<file path="src/rtl/fetch.sv">
// Instruction fetch stage: issues one-word reads to instruction memory and
// buffers returning words, tagged with their PC, in a 2-entry FIFO for decode.
module fetch #(
  parameter int                ADDR_W   = 16,
  parameter logic [ADDR_W-1:0] RESET_PC = '0
) (
  input  logic              clk,
  input  logic              rst_n,
  input  logic              en,
  output logic              imem_req,
  output logic [ADDR_W-1:0] imem_addr,
  input  logic [15:0]       imem_rdata,
  input  logic              redirect,
  input  logic [ADDR_W-1:0] redirect_pc,
  output logic [15:0]       instr,
  output logic [ADDR_W-1:0] instr_pc,
  output logic              instr_valid,
  input  logic              instr_ready
);

  // state | meaning
  // IDLE  | no requests issued
  // RUN   | issuing requests while FIFO space allows
  // REDIR | first cycle after redirect, memory data of this cycle is dropped
  typedef enum logic [1:0] {
    S_IDLE  = 2'd0,
    S_RUN   = 2'd1,
    S_REDIR = 2'd2
  } state_t;

  localparam logic [ADDR_W-1:0] PC_ONE = {{(ADDR_W-1){1'b0}}, 1'b1};

  state_t            r_state;
  state_t            w_state_nxt;
  logic [ADDR_W-1:0] r_pc;
  logic [ADDR_W-1:0] r_req_pc;
  logic              r_out;
  logic [1:0]        r_count;
  logic [15:0]       r_instr0;
  logic [15:0]       r_instr1;
  logic [ADDR_W-1:0] r_ipc0;
  logic [ADDR_W-1:0] r_ipc1;
  logic              w_pop;
  logic              w_push;
  logic [2:0]        w_occ;
  logic [2:0]        w_limit;

  assign w_pop  = instr_valid & instr_ready;
  assign w_push = r_out & ~redirect & (r_state != S_REDIR);

  always_ff @(posedge clk or negedge rst_n) begin
    if (!rst_n) begin
      r_state <= S_IDLE;
    end else begin
      r_state <= w_state_nxt;
    end
  end

  always_comb begin
    w_state_nxt = r_state;
    if (redirect) begin
      w_state_nxt = en ? S_REDIR : S_IDLE;
    end else begin
      case (r_state)
        S_IDLE:  w_state_nxt = en ? S_RUN : S_IDLE;
        S_RUN:   w_state_nxt = en ? S_RUN : S_IDLE;
        S_REDIR: w_state_nxt = en ? S_RUN : S_IDLE;
        default: w_state_nxt = S_IDLE;
      endcase
    end
  end

  // Issue only if the word can be guaranteed a FIFO slot on arrival,
  // counting the word already in flight and the one leaving this cycle.
  always_comb begin
    w_occ    = {1'b0, r_count} + {2'b00, r_out};
    w_limit  = 3'd2 + {2'b00, w_pop};
    imem_req = 1'b0;
    if (!redirect && en && (r_state == S_RUN || r_state == S_REDIR) &&
        (w_occ < w_limit)) begin
      imem_req = 1'b1;
    end
  end

  always_ff @(posedge clk or negedge rst_n) begin
    if (!rst_n) begin
      r_pc     <= RESET_PC;
      r_req_pc <= '0;
      r_out    <= 1'b0;
    end else begin
      r_out <= imem_req;
      if (redirect) begin
        r_pc <= redirect_pc;
      end else if (imem_req) begin
        r_pc     <= r_pc + PC_ONE;
        r_req_pc <= r_pc;
      end
    end
  end

  // Entry 0 is always the head; entry 1 only holds data when count is 2.
  always_ff @(posedge clk or negedge rst_n) begin
    if (!rst_n) begin
      r_count  <= 2'd0;
      r_instr0 <= '0;
      r_instr1 <= '0;
      r_ipc0   <= '0;
      r_ipc1   <= '0;
    end else if (redirect) begin
      r_count <= 2'd0;
    end else begin
      case ({w_push, w_pop})
        2'b10: begin
          if (r_count == 2'd0) begin
            r_instr0 <= imem_rdata;
            r_ipc0   <= r_req_pc;
          end else begin
            r_instr1 <= imem_rdata;
            r_ipc1   <= r_req_pc;
          end
          r_count <= r_count + 2'd1;
        end
        2'b01: begin
          r_instr0 <= r_instr1;
          r_ipc0   <= r_ipc1;
          r_count  <= r_count - 2'd1;
        end
        2'b11: begin
          if (r_count == 2'd1) begin
            r_instr0 <= imem_rdata;
            r_ipc0   <= r_req_pc;
          end else begin
            r_instr0 <= r_instr1;
            r_ipc0   <= r_ipc1;
            r_instr1 <= imem_rdata;
            r_ipc1   <= r_req_pc;
          end
        end
        default: begin
        end
      endcase
    end
  end

  assign imem_addr   = r_pc;
  assign instr       = r_instr0;
  assign instr_pc    = r_ipc0;
  assign instr_valid = (r_count != 2'd0);

endmodule

</file>
<file path="config.mk">
export PLATFORM = sky130hd
export DESIGN_NAME = fetch
export DESIGN_NICKNAME = d
export VERILOG_FILES = /design/src/rtl/fetch.sv
export SDC_FILE = /design/constraint.sdc
export NUM_CORES = 1
export LEC_CHECK = 0
export ABC_CLOCK_PERIOD_IN_PS = 2900
export CAP_MARGIN = 0
export CORE_UTILIZATION = 50
export CTS_BUF_LIST = sky130_fd_sc_hd__clkbuf_2 sky130_fd_sc_hd__clkbuf_4 sky130_fd_sc_hd__clkbuf_8
export DETAILED_ROUTE_END_ITERATION = 10
export PLACE_DENSITY = 0.87
export SLEW_MARGIN = 20
export SYNTH_ARGS = -nofsm -noshare
export SYNTH_HDL_FRONTEND = slang
export SYNTH_SLANG_ARGS = --single-unit
</file>
<file path="constraint.sdc">
create_clock -name clk -period 2.9 [get_ports clk]
set_input_delay 0.58 -clock clk [delete_from_list [all_inputs] [get_ports clk]]
set_output_delay 0.58 -clock clk [all_outputs]
set_load 0.02 [all_outputs]
</file>
==> metrics.txt <==
run status=completed; Clock Power Share=18.3%; fin. max-slew vios=0; I/O Pins=87; Switching Fraction=35.4%; top cells by area, synth=dfrtp_1, mux2_2, mux2i_1; # fillers=644; routed vias/inst=5.71; CP arrival=2.25 ns; GPL Wtd Cong=0.822; final hold violations=0; diodes inserted=0; Die Ht=97.6 µm; Syn. warnings=0; CTS root buf=clkbuf_8; post-synth top area cell=dfrtp_1; CP Buf/Inv Count=1; Seq pwr share=41.6%; Worst-path clk slew=0.09 ns; First-pass DRT Iterations=7; share of the synthesized area in the top cell type=55.3%; detailed-route wire length=9.90 mm; CP max FO=4; Int Power=3.54 mW; DIE AREA=9520 µm²; setup TNS=0 ns; Setup crit start=r_out$_DFF_PN0_; Hold WS=0.310 ns; fmax=353 MHz; Synth Instances=390; Max Cap Violations=0; clock buffer depth=2; Worst Path Required=2.32 ns; Slowest cell on crit path=dfrtp_1; first-pass GRT wire length=16.4 mm; clk sinks=between 100 and 150; met1 usage=29.1%; drc violations=0; EDFF count, synth=0; #FFs+latches synth=101; min-delay worst type=in -> async; asr flop ratio synth=between 90% and 100%; worst stage delay on the critical path=0.43 ns; Synthesized Nets=434; Cell Rows=34; routed len/inst=16.7 µm; Min Clock Period, post-route=2.83 ns; proportion of layout cells with a drive suffix above 1=17.6%; Iteration-0 DRC Markers=117; Slew HR=between 40% and 50%; Worst-Margin Slew=around 0.80 ns; crit-path most repeated cell=ha_1; CTS tree=yes; Synth-to-Final Area Change=27.6%; CP Cell Sequence=ha_1 > ha_1 > or3b_1 > a211oi_4 > dlygate4sd2_1; GRT Overall Usage=21.8%; Crit path max-delay family=flip-flops; Skew-Pair Late Insertion Delay=~0.36 ns; Netlist cell types=41; combinational fraction of design power=40.1%; final core occ=66.5%; CTS buffer count=9; Final nets=~520; vias=3373; Netlist Area Pre-Place=4570 µm²; post-synthesis sequential area ratio=55.3%; GR peak layer=met2; Final ANT Viol Nets=0; Starting Density=52.1%; Core Footprint=8760 µm²; crit path capture type=primary output; WS Path Type=reg -> out; PortBufs=86; sw power=1.94 mW; Peak VDD IR=0.000368 V; RSZ-0062 raised after global routing=false; Synth Flop Type=dfrtp_1; initial antenna violation count=0; met3 Resource Use GR=approximately 5.0%; Die W=97.6 µm; postcts setup bufs=0; leakage=2.48 nW; hpwl dp=6.83 mm; crit share post-route=97.6%; H-tree depth=3; # setup viols final=0; Worst Skew=0.00958 ns; vias in the first global route=approximately 3400; Total Power=5.47 mW; final std cells w/o fill=591; GR Overflow Total=0; DP Cell Count=575; GR Layer Usage met2=a little over a third; crit path launch type=flip-flop; Mapped Avg Cell Area=11.7 µm²; Cell Pwr Density=roughly 940 nW/µm²; Reg-to-Reg Start=r_out$_DFF_PN0_; pin count of the biggest net entering global routing=65
==> registers in the layout, indices dropped and copies added, names as in the netlist <==
register   flops
r_out          1
r_ipc1        16
instr_pc      16
instr         16
r_req_pc      16
r_count        2
r_state        2
r_instr1      16
imem_addr     16
==> cell families after synthesis <==
group	share of synthesized area, %
compound gates	9.23
xor+xnor	1.15
fa+ha+maj	1.92
buf+inv	3.15
flops	55.3
mux	19.7
simple gates	9.50
==> per-layer routing <==
layer  up-vias  wire (µm)  share of wire [%]
met5         -          0                  0
met4         0        184                1.9
met3        19        534                5.4
met2       125       4850                 49
met1      1670       4320                 44
li1       1559          -                  -
==> through the flow <==
stage	setup slack (ns)	cell area [µm²]
after floorplan	0.471	4570
after global placement	-0.157	5600
after detailed placement	-0.156	5600
after CTS	0.0396	5830
after global routing	0.00577	5830
final	0.0693	5830
==> power by group through the flow <==
stage                     registers (mW)  clock network, mW  logic [mW]
after global routing                2.34               1.08        2.36
after CTS                           2.28               1.03        2.21
after floorplan                     2.52                  0        1.03
final                               2.28               1.00        2.19
after global placement              2.25                  0        2.11
after detailed placement            2.31                  0        2.19
==> Yosys cell counts (3+ instances only) <==
cell      instances
a31oi_1           6
mux2_2           48
buf_1             3
nand2_1          13
nor3_1            3
nand4_1           5
ha_1              7
clkbuf_1         12
a21oi_1          36
o21ai_0           7
nand3_1          12
a211oi_1          6
buf_2             4
inv_1            12
dfrtp_1         101
nor2_1           43
mux2i_1          35
xnor2_1           5
o311ai_0          3
==> path summary, 6_finish.rpt <==
check	to	slack, ns	cells past startpoint
setup / recovery	imem_req	0.07	5
setup reg to reg	imem_addr[6]$_DFFE_PN0P_	0.50	7
max in group asynchronous	imem_addr[14]$_DFFE_PN0P_	1.81	2
hold / removal	instr[7]$_DFFE_PN0P_	0.31	1
hold reg to reg	r_ipc1[11]$_DFFE_PN0P_	0.51	1
min in group clk	r_ipc1[11]$_DFFE_PN0P_	0.51	1
==> cell type report <==
type	instances	area, µm²	share of cell area (%)
clock buffer	10	138	2.36
clock inverter	6	93.8	1.61
inverter	12	45.0	0.772
multi-input combinational	256	1920	32.9
sequential	101	2530	43.3
tap	108	135	2.32
timing repair buffer	98	972	16.7
==> timing repair <==
action / in CTS / in global routing
setup endpoints to repair: 1 / 0
hold buffers: 0 / 0
resized for setup: 1 / 0
==> cells in the final DEF (no fill, tap or decap), types with 3 or more instances in the layout <==
cell and instances:
o21ai_0 7, buf_4 11, xnor2_1 5, a31oi_1 6
nor3_1 3, inv_1 12, mux2i_1 35, ha_1 7
nand3_1 12, nand2_1 13, clkbuf_8 10, a211oi_1 6
o311ai_0 3, a21oi_1 34, nor2_1 43, dfrtp_1 101
clkdlybuf4s50_1 84, nand4_1 5, mux2_2 48
==> worst register-to-register path, cell delays in order (launching register included) <==
cell      delay, ns
dfrtp_1        0.43
ha_1           0.23
ha_1           0.18
or3b_1         0.42
buf_4          0.19
a211oi_1       0.34
or4b_1         0.47
nand3_1        0.10
Power figures use the tool's default switching activity.
